### config.mk
export PLATFORM = sky130hd
export DESIGN_NAME = alu_uart_ctrl_flat
export DESIGN_NICKNAME = d
export VERILOG_FILES = /design/src/rtl/alu_uart_ctrl_if.sv /design/src/rtl/alu_uart_ctrl.sv /design/src/flat_wrapper.sv
export SDC_FILE = /design/constraint.sdc
export NUM_CORES = 1
export LEC_CHECK = 0
export ABC_AREA = 0
export CORE_ASPECT_RATIO = 1.25
export CORE_MARGIN = 3
export CORE_UTILIZATION = 46
export DETAILED_ROUTE_END_ITERATION = 12
export PLACE_DENSITY = 0.93
export SETUP_SLACK_MARGIN = 0.1
export SYNTH_ARGS = -nofsm -noshare
export SYNTH_HDL_FRONTEND = slang
export SYNTH_SLANG_ARGS = --single-unit
### constraint.sdc
create_clock -name i_clk -period 4.8 [get_ports i_clk]
set_clock_uncertainty 0.15 [all_clocks]
set_input_delay 0.96 -clock i_clk [delete_from_list [all_inputs] [get_ports i_clk]]
set_output_delay 0.96 -clock i_clk [all_outputs]
set_load 0.1 [all_outputs]
### src/rtl/alu_uart_ctrl_if.sv
// Bus bundle between the UART/ALU controller and its environment.
// master: the controller; slave: UART receiver/transmitter and ALU side.
interface alu_uart_ctrl_if #(
  parameter int unsigned NB_DATA = 8,
  parameter int unsigned NB_OP   = 6
);
  logic [NB_DATA-1:0] i_rx_data;
  logic               i_rx_done;
  logic               i_tx_done;
  logic [NB_DATA-1:0] o_tx_data;
  logic               o_tx_start;
  logic [NB_DATA-1:0] o_alu_a;
  logic [NB_DATA-1:0] o_alu_b;
  logic [NB_OP-1:0]   o_alu_op;
  logic [NB_DATA-1:0] i_alu_result;
  logic               i_alu_carry;
  logic               i_alu_zero;
  logic               o_busy;

  modport master (
    input  i_rx_data, i_rx_done, i_tx_done, i_alu_result, i_alu_carry, i_alu_zero,
    output o_tx_data, o_tx_start, o_alu_a, o_alu_b, o_alu_op, o_busy
  );

  modport slave (
    output i_rx_data, i_rx_done, i_tx_done, i_alu_result, i_alu_carry, i_alu_zero,
    input  o_tx_data, o_tx_start, o_alu_a, o_alu_b, o_alu_op, o_busy
  );
endinterface

### src/rtl/alu_uart_ctrl.sv
// UART-fed ALU frame controller: receives A, B, opcode; executes; returns the
// result byte (and, with ALU_UART_FLAGS_EN defined, a {carry, zero} flags byte).
module alu_uart_ctrl #(
  parameter int unsigned NB_DATA = 8,
  parameter int unsigned NB_OP   = 6
) (
  input  logic            i_clk,
  input  logic            i_rst_n,
  alu_uart_ctrl_if.master bus
);

  typedef enum logic [2:0] {
    S_WAIT_A,
    S_WAIT_B,
    S_WAIT_OP,
    S_EXEC,
    S_SEND_RES,
    S_WAIT_RES
`ifdef ALU_UART_FLAGS_EN
    ,
    S_SEND_FLG,
    S_WAIT_FLG
`endif
  } state_t;

  state_t             state, state_n;
  logic [NB_DATA-1:0] alu_a, alu_a_n;
  logic [NB_DATA-1:0] alu_b, alu_b_n;
  logic [NB_OP-1:0]   alu_op, alu_op_n;
  logic [NB_DATA-1:0] tx_data, tx_data_n;
  logic               tx_start, tx_start_n;
  logic               busy, busy_n;
`ifdef ALU_UART_FLAGS_EN
  logic               carry_q, carry_n;
  logic               zero_q, zero_n;
`endif

  // State and datapath registers; reset aborts any frame in progress.
  always_ff @(posedge i_clk or negedge i_rst_n) begin
    if (!i_rst_n) begin
      state    <= S_WAIT_A;
      alu_a    <= '0;
      alu_b    <= '0;
      alu_op   <= '0;
      tx_data  <= '0;
      tx_start <= 1'b0;
      busy     <= 1'b0;
`ifdef ALU_UART_FLAGS_EN
      carry_q  <= 1'b0;
      zero_q   <= 1'b0;
`endif
    end else begin
      state    <= state_n;
      alu_a    <= alu_a_n;
      alu_b    <= alu_b_n;
      alu_op   <= alu_op_n;
      tx_data  <= tx_data_n;
      tx_start <= tx_start_n;
      busy     <= busy_n;
`ifdef ALU_UART_FLAGS_EN
      carry_q  <= carry_n;
      zero_q   <= zero_n;
`endif
    end
  end

  // Next-state and next-output logic; tx_start is a one-cycle pulse by construction.
  always_comb begin
    state_n    = state;
    alu_a_n    = alu_a;
    alu_b_n    = alu_b;
    alu_op_n   = alu_op;
    tx_data_n  = tx_data;
    tx_start_n = 1'b0;
`ifdef ALU_UART_FLAGS_EN
    carry_n    = carry_q;
    zero_n     = zero_q;
`endif
    case (state)
      S_WAIT_A: begin
        if (bus.i_rx_done) begin
          alu_a_n = bus.i_rx_data;
          state_n = S_WAIT_B;
        end
      end
      S_WAIT_B: begin
        if (bus.i_rx_done) begin
          alu_b_n = bus.i_rx_data;
          state_n = S_WAIT_OP;
        end
      end
      S_WAIT_OP: begin
        if (bus.i_rx_done) begin
          alu_op_n = bus.i_rx_data[NB_OP-1:0];
          state_n  = S_EXEC;
        end
      end
      S_EXEC: begin
        // o_tx_data doubles as the captured result register.
        tx_data_n  = bus.i_alu_result;
`ifdef ALU_UART_FLAGS_EN
        carry_n    = bus.i_alu_carry;
        zero_n     = bus.i_alu_zero;
`endif
        tx_start_n = 1'b1;
        state_n    = S_SEND_RES;
      end
      S_SEND_RES: begin
        state_n = S_WAIT_RES;
      end
      S_WAIT_RES: begin
        if (bus.i_tx_done) begin
`ifdef ALU_UART_FLAGS_EN
          tx_data_n  = {(NB_DATA-2)'(0), carry_q, zero_q};
          tx_start_n = 1'b1;
          state_n    = S_SEND_FLG;
`else
          state_n    = S_WAIT_A;
`endif
        end
      end
`ifdef ALU_UART_FLAGS_EN
      S_SEND_FLG: begin
        state_n = S_WAIT_FLG;
      end
      S_WAIT_FLG: begin
        if (bus.i_tx_done) begin
          state_n = S_WAIT_A;
        end
      end
`endif
      default: begin
        state_n = S_WAIT_A;
      end
    endcase
    busy_n = (state_n != S_WAIT_A);
  end

  // Drive the bus from the registered values.
  assign bus.o_alu_a    = alu_a;
  assign bus.o_alu_b    = alu_b;
  assign bus.o_alu_op   = alu_op;
  assign bus.o_tx_data  = tx_data;
  assign bus.o_tx_start = tx_start;
  assign bus.o_busy     = busy;

endmodule

### src/flat_wrapper.sv
// flat-port wrapper written by rule: the top's interface ports become plain ports
module alu_uart_ctrl_flat 
#(
  parameter int unsigned NB_DATA = 8,
  parameter int unsigned NB_OP   = 6
)
  (i_clk, i_rst_n, bus_i_rx_data, bus_i_rx_done, bus_i_tx_done, bus_i_alu_result, bus_i_alu_carry, bus_i_alu_zero, bus_o_tx_data, bus_o_tx_start, bus_o_alu_a, bus_o_alu_b, bus_o_alu_op, bus_o_busy);
  alu_uart_ctrl_if #(.NB_DATA(NB_DATA), .NB_OP(NB_OP)) bus_i ();
  input  logic i_clk;
  input  logic i_rst_n;
  input wire logic [$bits(bus_i.i_rx_data)-1:0] bus_i_rx_data;
  input wire logic [$bits(bus_i.i_rx_done)-1:0] bus_i_rx_done;
  input wire logic [$bits(bus_i.i_tx_done)-1:0] bus_i_tx_done;
  input wire logic [$bits(bus_i.i_alu_result)-1:0] bus_i_alu_result;
  input wire logic [$bits(bus_i.i_alu_carry)-1:0] bus_i_alu_carry;
  input wire logic [$bits(bus_i.i_alu_zero)-1:0] bus_i_alu_zero;
  output wire logic [$bits(bus_i.o_tx_data)-1:0] bus_o_tx_data;
  output wire logic [$bits(bus_i.o_tx_start)-1:0] bus_o_tx_start;
  output wire logic [$bits(bus_i.o_alu_a)-1:0] bus_o_alu_a;
  output wire logic [$bits(bus_i.o_alu_b)-1:0] bus_o_alu_b;
  output wire logic [$bits(bus_i.o_alu_op)-1:0] bus_o_alu_op;
  output wire logic [$bits(bus_i.o_busy)-1:0] bus_o_busy;
  assign bus_i.i_rx_data = bus_i_rx_data;
  assign bus_i.i_rx_done = bus_i_rx_done;
  assign bus_i.i_tx_done = bus_i_tx_done;
  assign bus_i.i_alu_result = bus_i_alu_result;
  assign bus_i.i_alu_carry = bus_i_alu_carry;
  assign bus_i.i_alu_zero = bus_i_alu_zero;
  assign bus_o_tx_data = bus_i.o_tx_data;
  assign bus_o_tx_start = bus_i.o_tx_start;
  assign bus_o_alu_a = bus_i.o_alu_a;
  assign bus_o_alu_b = bus_i.o_alu_b;
  assign bus_o_alu_op = bus_i.o_alu_op;
  assign bus_o_busy = bus_i.o_busy;
  alu_uart_ctrl #(.NB_DATA(NB_DATA), .NB_OP(NB_OP)) u_core (.i_clk(i_clk), .i_rst_n(i_rst_n), .bus(bus_i));
endmodule
# Word level (Yosys, flattened, before mapping)
# Index checks and enable logic that the tools add are counted.
[totals] ramBits=0 latchBits=0 ff_bits=35 output_inout_bits=32 wordCells=23 memories=0 input_bits=22 rom_bits=0
[op_classes] shift=0 bitwise_logic=0 n_reduce_logical=5 n_mul=0 eq_ne=5 n_lt_le_gt_ge=0 mux=6 div=0 n_addsub=0
[ops] operator="$pmux 3 s6" count=1
[ops] operator="$mux 3" count=4
[ops] operator="$eq 3x2->1 const B" count=2
[ops] operator="$eq 3x3->1 const B" count=2
[ops] operator="$reduce_and 2->1" count=3
[ops] operator="$eq 3x1->1 const B" count=1
[ops] operator="$logic_not 3->1" count=1
[ops] operator="$reduce_bool 3->1" count=1
[ops] operator="$mux 1" count=1

# Logic depth before layout (Yosys ltp)
# Gate-level depths: netlist (run 1).
[depth] word_depth=3 ltp_mapped=4 mapped_depth_nobuf=3

# Worst setup path after synthesis (run 1)
# No wires, ideal clock.
[synth_path] kind="flip-flop to output port" start="register u_core.alu_a[0] (netlist: u_core.bus.o_alu_a[0])" end="output port bus_o_alu_a[0]" required_time_ns=3.690 path_buffers=0 stages_incl_launch_ff=1 setup_slack_ns=2.795 arrival_time_ns=0.895 cell_sequence="dfrtp_1"
[synth_rtl] item="start: declaration" line="alu_uart_ctrl.sv:27" source="logic [NB_DATA-1:0] alu_a, alu_a_n;"
[synth_rtl] item="start signal: assignment" line="alu_uart_ctrl.sv:54" source="alu_a <= alu_a_n;"
[synth_rtl] item="end: declaration" line="flat_wrapper.sv:19" source="output wire logic [$bits(bus_i.o_alu_a)-1:0] bus_o_alu_a;"
# No word-level cell between the ends.

# Worst setup path in the final report (run 1)
[layout_path] start="register u_core.alu_op[3] (netlist: u_core.bus.o_alu_op[3])" end="output port bus_o_alu_op[3]"
[layout_rtl] item="start: declaration" line="alu_uart_ctrl.sv:29" source="logic [NB_OP-1:0] alu_op, alu_op_n;"
[layout_rtl] item="start signal: assignment" line="alu_uart_ctrl.sv:56" source="alu_op <= alu_op_n;"
[layout_rtl] item="end: declaration" line="flat_wrapper.sv:21" source="output wire logic [$bits(bus_i.o_alu_op)-1:0] bus_o_alu_op;"
# No word-level cell between the ends.

==> flow_summary.ini, run 1 <==
[outcome]
status = finished, final reports clean

[worst_setup_path]
r2r-end = u_core.bus.o_alu_a[4]
endpoint = bus_o_alu_op[3]
start_kind = flop
max_stage_delay_ns = 1.14
cp_max_fo = 2
critical-path-top-delay-family = buffers and inverters
crit_start = u_core.bus.o_alu_op[3]
crit_required_ns = 3.69
critPathCaptureType = output port
crit_buf_inv = 1
cp_slowest_cell = clkdlybuf4s50_1
cp_num_cells = 1
rr_startpoint = u_core.state[2]
reg2reg_depth = 3
cp_cell_sequence = clkdlybuf4s50_1
critPathKind = reg2out
worstPathArrival_ns = 1.84
r2r_setup_slack_ns = 3.12

[logic_synthesis]
syn_nets = 111
ys_warn_count = 0
syn_avg_cell_area_sq_um = 15.60
ys_top_cells_by_area = dfrtp_1, mux2_2, buf_6, nor2_4, a21oi_1
synthCells = 89
ys_ff_latch = 35
synth_top_area_cell = dfrtp_1
synth_top_area_frac = 0.6306
synth_cell_types = 16
synth_async_sr_flop_share = 1.000
synth_edf_count = 0
synth_seq_area_share = 0.6306
ys.flop_type = dfrtp_1
netlist_area_sq_um = 1389

[cts]
clockRootBuffer = clkbuf_4
postCtsSetupBuffers = 0
numCtsBuffers = 5
cts_resized = 0
cts_hold_buf = 0
clkSinkCount = 35
htree_levels = 2
path_clk_slew_ns = 0.10
insertion_delay_ns = 0.33
cts_max_path_buffers = 2
tritoncts = yes

[timing]
relSlewSlack = 0.3330
min_period_ns = 2.952
rsz0062_at_grt = no
min_period_over_period = 0.6150
finalSetupTns_ns = 0
max_freq_mhz = 338.7
drv_slew = 0
setup_viol = 0
worst_pin_slew_ns = 0.9974
hold_violations = 0

[floorplanning]
die_area_sq_um = 3719
die_y_um = 67.44
ios = 54
rows = 21
initial_core_util = 0.4987
core-area_sq_um = 2785
fp.dieW_um = 55.15

[finish]
syn2layout_area_growth_pct = 42.34
layout_commonest_cell = clkdlybuf4s50_1
fill_cells = 203
final_cell_mix = clkdlybuf4s50_1, dfrtp_1, mux2_2
multiInputGateArea_sq_um = 483.0
antenna_cells = 0
nets = 168
drive_gt1_frac = 0.2925
regArea_sq_um = 875.8

[run]
drv_cap = 0

[grt]
grt_usage = 0.1790
gr-total-overflow = 0
grt_max_degree = 36
grt_pass1_wl_um = 4595
antenna_found_initial = 0
first_global_vias = 943

[placed_design]
dp_hpwl_um = 2163
io_buffers = 51
globalplace.congestion = 0.6794

[min_path]
hold_class = reg2reg

[detailed_routing]
routedWlPerCell_um = 15.65
first_pass_iters = 4
drt_iter0_markers = 8
post-route-drc-count = 0
ant_nets = 0
wl_um = 2833
num_vias = 905
vias_per_cell = 5.000
synth_stat cells (all sizes together) (2+ instances only):
| cell | n |
|---|---|
| dfrtp | 35 |
| buf | 2 |
| nand2 | 2 |
| nor2 | 4 |
| a21oi | 4 |
| mux2 | 30 |
| nand2b | 3 |
| nor3 | 3 |
| inv | 2 |
kinds of logic (layout without fill, tap and decap cells):
family	Yosys count	after routing	synth area share
multiplexers	30	30	0.2432
flip-flops	35	35	0.6306
AO/OA/AOI/OAI	5	5	0.02162
AND/OR/NAND/NOR	15	15	0.08289
buffers and inverters	4	62	0.02162
state kept, by name, summed over array words and instances (netlist names):
register	count
u_core.bus.o_alu_a	8
u_core.bus.o_alu_b	8
u_core.bus.o_tx_data	8
u_core.bus.o_alu_op	6
u_core.state	3
u_core.bus.o_busy	1
u_core.bus.o_tx_start	1
layout make-up:
cell class / count / area share
Tap cell: 34 / 0.02152
Inverter: 2 / 0.003797
Sequential cell: 35 / 0.4430
Clock inverter: 1 / 0.002532
Clock buffer: 7 / 0.02278
Timing Repair Buffer: 52 / 0.2620
Multi-Input combinational cell: 50 / 0.2443
worst min-delay path by stage:
stage | start | to | slack, ns | depth (start not counted)
after floorplan | u_core.state[2] | u_core.state[1] | 0.34 | 1
after global placement | u_core.bus.o_tx_data[0] | u_core.bus.o_tx_data[0] | 0.34 | 1
after detailed placement | u_core.bus.o_tx_data[7] | u_core.bus.o_tx_data[7] | 0.34 | 1
after CTS | u_core.bus.o_tx_data[7] | u_core.bus.o_tx_data[7] | 0.37 | 1
after global routing | u_core.bus.o_alu_a[5] | u_core.bus.o_alu_a[5] | 0.39 | 1
final | u_core.bus.o_alu_b[6] | u_core.bus.o_alu_b[6] | 0.36 | 1
per-stage QoR:
| stage | utilization | hold slack, ns | std cells | cell area (sq um) | worst slack (ns) |
|---|---|---|---|---|---|
| global placement | 0.6918 | 0.3367 | 173 | 1927 | 2.105 |
| CTS | 0.7098 | 0.3656 | 181 | 1977 | 1.815 |
| global route | 0.7098 | 0.3864 | 181 | 1977 | 1.776 |
| detailed placement | 0.6918 | 0.3421 | 173 | 1927 | 2.091 |
| floorplan | - | 0.3377 | 89 | 1389 | 2.795 |
| finish | 0.7098 | 0.3618 | 181 | 1977 | 1.848 |
per-layer routing:
metal  up-vias  share of wire  track usage
met5         -              0            0
met4         0          0.019      0.07295
met3         5          0.046      0.06402
met2        21           0.56       0.2988
met1       453           0.37       0.2035
li1        426              -            -
Power of run 1 is left out: the tool's default activity adds up to more than one toggle a clock period on the data nets, which glitch-free logic cannot reach.
==> run 2: changes to the inputs <==
--- a/config.mk
+++ b/config.mk
@@ -8,9 +8,9 @@
 export ABC_AREA = 0
 export CORE_ASPECT_RATIO = 1.25
 export CORE_MARGIN = 3
-export CORE_UTILIZATION = 46
+export CORE_UTILIZATION = 43
 export DETAILED_ROUTE_END_ITERATION = 12
-export PLACE_DENSITY = 0.93
+export PLACE_DENSITY = 0.88
 export SETUP_SLACK_MARGIN = 0.1
 export SYNTH_ARGS = -nofsm -noshare
 export SYNTH_HDL_FRONTEND = slang
==> constraint.sdc (replaced) <==
create_clock -name i_clk -period 2.8 [get_ports i_clk]
set_clock_uncertainty 0.15 [all_clocks]
set_input_delay 0.56 -clock i_clk [delete_from_list [all_inputs] [get_ports i_clk]]
set_output_delay 0.56 -clock i_clk [all_outputs]
set_load 0.1 [all_outputs]
==> run 2 against run 1 <==
- first-iteration DRC count rose by 100%
- global-route usage is 1.9 points lower
- utilization fell by 8.3 points
- worst hold slack improved by 0.0033 ns
- critical path depth is 3 higher
- die area up 6.3%
- non-clock buffer count did not move
==> flow_summary.ini, run 2 (synthesis results as in run 1) <==
[detailed_routing]
drt_iter0_markers = 16
routedWlPerCell_um = 16.04
wl_um = 2935
num_vias = 904
ant_nets = 0
post-route-drc-count = 0
first_pass_iters = 4
vias_per_cell = 4.940

[worst_setup_path]
max_stage_delay_ns = 0.57
critPathKind = in2reg
crit_required_ns = 2.87
cp_max_fo = 8
reg2reg_depth = 3
worstPathArrival_ns = 2.07
r2r-end = u_core.bus.o_alu_a[4]
crit_start = bus_i_rx_done
rr_startpoint = u_core.state[2]
cp_cell_sequence = clkdlybuf4s50_1, nand2b_4, nor3_4, mux2_2
r2r_setup_slack_ns = 1.06
start_kind = primary input
cp_slowest_cell = clkdlybuf4s50_1
critPathCaptureType = flop
endpoint = u_core.bus.o_alu_a[4]

[floorplanning]
ios = 54
core-area_sq_um = 3028
die_y_um = 69.54
die_area_sq_um = 3952
rows = 22
initial_core_util = 0.4587
fp.dieW_um = 56.83

[cts]
path_clk_slew_ns = 0.10
numCtsBuffers = 5
insertion_delay_ns = 0.33
clkSinkCount = 35
tritoncts = yes
htree_levels = 2
cts_resized = 0
cts_max_path_buffers = 2
clockRootBuffer = clkbuf_4
cts_hold_buf = 0
postCtsSetupBuffers = 0

[timing]
min_period_over_period = 0.7118
relSlewSlack = 0.6613
rsz0062_at_grt = no
worst_pin_slew_ns = 0.5064
min_period_ns = 1.993
max_freq_mhz = 501.7
setup_viol = 0
finalSetupTns_ns = 0
fin_ws_ns = 0.8069
hold_violations = 0
drv_slew = 0

[finish]
layout_commonest_cell = dfrtp_1
antenna_cells = 0
syn2layout_area_growth_pct = 36.76
final_cell_mix = dfrtp_1, buf_4, mux2_2
nets = 168
fin_util = 0.6273
design_area_sq_um = 1899
drive_gt1_frac = 0.5102

[grt]
grt_pass1_wl_um = 4802
gr-total-overflow = 0
grt_max_degree = 36
antenna_found_initial = 0
grt_usage = 0.1604
first_global_vias = 1003

[outcome]
status = finished, final reports clean

[placed_design]
place_ws_ns = 0.4678
dp_hpwl_um = 2190
place_area_sq_um = 1849
globalplace.congestion = 0.6928
io_buffers = 51

[run]
drv_cap = 0

[min_path]
hold_class = reg2reg
-- run 2: cell types whose count changed in the layout (fill, tap and decap cells not counted), sizes merged --
cell and change:
buf +32, clkdlybuf4s50 -32
-- run 2: layout make-up --
| cell class | instances | area (sq um) |
|---|---|---|
| flip-flops and latches | 35 | 875.8 |
| fillers | 239 | 1129 |
| repair buffers | 52 | 437.9 |
| clock inverters | 1 | 5.005 |
| well taps | 36 | 45.04 |
| clock buffers | 7 | 45.04 |
| inverters | 2 | 7.507 |
| multi-input cells | 50 | 483.0 |
-- run 2: critical path: cells and delay by family --
kind / cells / cell delay (ns)
and+or+nand+nor: 2 / 0.53
buffers and inverters: 1 / 0.57
muxes: 1 / 0.40
-- run 2: how the worst min path moves through the flow --
stage	start	to	slack [ns]	cells after the start
3_5_place_dp	u_core.bus.o_tx_data[1]	u_core.bus.o_tx_data[1]	0.35	1
4_1_cts	u_core.bus.o_alu_b[3]	u_core.bus.o_alu_b[3]	0.37	1
2_1_floorplan	i_rst_n	u_core.bus.o_alu_a[0]	0.11	0
6_report	u_core.bus.o_tx_data[1]	u_core.bus.o_tx_data[1]	0.37	1
5_1_grt	u_core.bus.o_alu_a[5]	u_core.bus.o_alu_a[5]	0.39	1
3_3_place_gp	u_core.bus.o_alu_b[2]	u_core.bus.o_alu_b[2]	0.34	1
-- run 2: routing by layer --
| layer | share of wire | vias to the layer above | GRT usage |
|---|---|---|---|
| met1 | 0.34 | 450 | 0.1558 |
| met4 | 0.019 | 0 | 0.06186 |
| li1 | - | 424 | - |
| met3 | 0.049 | 7 | 0.05773 |
| met2 | 0.59 | 23 | 0.2995 |
| met5 | 0 | - | 0 |
-- run 2: metrics by stage --
| step | hold WS [ns] | instances |
|---|---|---|
| final | 0.3651 | 183 |
| after global routing | 0.3862 | 183 |
| after CTS | 0.3681 | 183 |
| after detailed placement | 0.3469 | 175 |
| after global placement | 0.3404 | 175 |
| after floorplan | 0.1144 | 89 |
Power of run 2 is left out for the same reason.
==> run 3: changes to the inputs <==
==> constraint.sdc (replaced) <==
create_clock -name i_clk -period 2.05 [get_ports i_clk]
set_clock_uncertainty 0.15 [all_clocks]
set_input_delay 0.41 -clock i_clk [delete_from_list [all_inputs] [get_ports i_clk]]
set_output_delay 0.41 -clock i_clk [all_outputs]
set_load 0.1 [all_outputs]
==> run 3 against run 2 <==
- clock-buffer cell count grew 1
- largest cell class unchanged
- utilization rose by 14 points
- sequential share of layout area shrank 8.3 points
- worst setup slack lost 0.45 ns
- worst hold slack worse by 0.044 ns
- design area grew 22%
- flip-flop and latch count is the same
- routed wire length up 1.9%
- register-to-register slack worse by 0.71 ns
- die area stayed put
==> flow_summary.ini, run 3 (synthesis results as in run 1) <==
[cts]
numCtsBuffers = 5
cts_resized = 0
path_clk_slew_ns = 0.10
cts_max_path_buffers = 2
clkSinkCount = 35
postCtsSetupBuffers = 0
tritoncts = yes
insertion_delay_ns = 0.33
htree_levels = 2
clockRootBuffer = clkbuf_4
cts_hold_buf = 0

[worst_setup_path]
rr_startpoint = u_core.state[1]
crit_required_ns = 2.12
crit_start = u_core.state[1]
cp_max_fo = 9
critPathKind = reg2reg
reg2reg_depth = 3
start_kind = flop
worstPathArrival_ns = 1.77
critPathCaptureType = flop

[min_path]
hold_class = in2async

[run]
drv_cap = 0

[detailed_routing]
drt_iter0_markers = 12
num_vias = 939
vias_per_cell = 5.048
routedWlPerCell_um = 16.08
post-route-drc-count = 0
wl_um = 2990
first_pass_iters = 4
ant_nets = 0

[floorplanning]
initial_core_util = 0.4587
die_area_sq_um = 3952
fp.dieW_um = 56.83
ios = 54
core-area_sq_um = 3028
die_y_um = 69.54
rows = 22

[grt]
grt_usage = 0.1736
grt_max_degree = 36
antenna_found_initial = 0
first_global_vias = 1046
grt_pass1_wl_um = 5106
gr-total-overflow = 0

[timing]
finalSetupTns_ns = 0
min_period_over_period = 0.8278
min_period_ns = 1.697
max_freq_mhz = 589.3
worst_pin_slew_ns = 0.4248
hold_violations = 0
rsz0062_at_grt = no
relSlewSlack = 0.7168
drv_slew = 0
setup_viol = 0

[finish]
antenna_cells = 0
regArea_sq_um = 875.8
syn2layout_area_growth_pct = 66.76
multiInputGateArea_sq_um = 483.0
final_cell_mix = dfrtp_1, mux2_2, buf_12
drive_gt1_frac = 0.5267
fill_cells = 189
nets = 171
layout_commonest_cell = dfrtp_1

[outcome]
status = finished, final reports clean

[placed_design]
dp_hpwl_um = 2314
globalplace.congestion = 0.7717
io_buffers = 51
-- run 3: changes by cell type in the layout (fill, tap and decap cells not counted) --
cell | before | now
clkbuf_8 | 0 | 2
buf_4 | 33 | 6
clkbuf_1 | 2 | 1
clkinv_2 | 1 | 0
buf_12 | 0 | 30
-- run 3: final timing paths --
path	end	slack (ns)
min in group i_clk	u_core.bus.o_alu_b[1]	0.43
max in group asynchronous	u_core.bus.o_alu_b[4]	1.13
worst max register to register	u_core.bus.o_alu_b[4]	0.35
worst min register to register	u_core.bus.o_alu_b[1]	0.43
worst min-delay path	u_core.bus.o_tx_data[2]	0.32
worst max-delay path	u_core.bus.o_alu_b[4]	0.35
-- run 3: critical path: stages (launching register included) --
cell and delay [ns]:
dfrtp_1 0.50, nand2b_1 0.24, nor2_4 0.31, mux2_2 0.38
-- run 3: metal layers --
layer,wire (um),global-route usage,vias up
met1,1073,0.1929,470
li1,-,-,429
met4,82,0.1134,0
met2,1686,0.2879,32
met5,0,0,-
met3,146,0.04469,8
-- run 3: area by class of cell --
class | count | share of cell area
Multi-Input combinational cell | 50 | 0.2085
Clock buffer | 8 | 0.02971
Sequential cell | 35 | 0.3782
Inverter | 2 | 0.003241
Timing Repair Buffer | 55 | 0.3609
Tap cell | 36 | 0.01945
-- run 3: metrics by stage --
step	instance area [sq um]	setup WS [ns]	hold WS [ns]	util	cells
after CTS	2316	0.3498	0.3134	0.7649	186
after global routing	2316	0.2868	0.3377	0.7649	186
after floorplan	1389	0.5473	-0.03559	-	89
after global placement	2247	0.05687	0.3613	0.7421	178
final	2316	0.3530	0.3213	0.7649	186
after detailed placement	2247	0.02485	0.3979	0.7421	178
Power of run 3 is left out for the same reason.
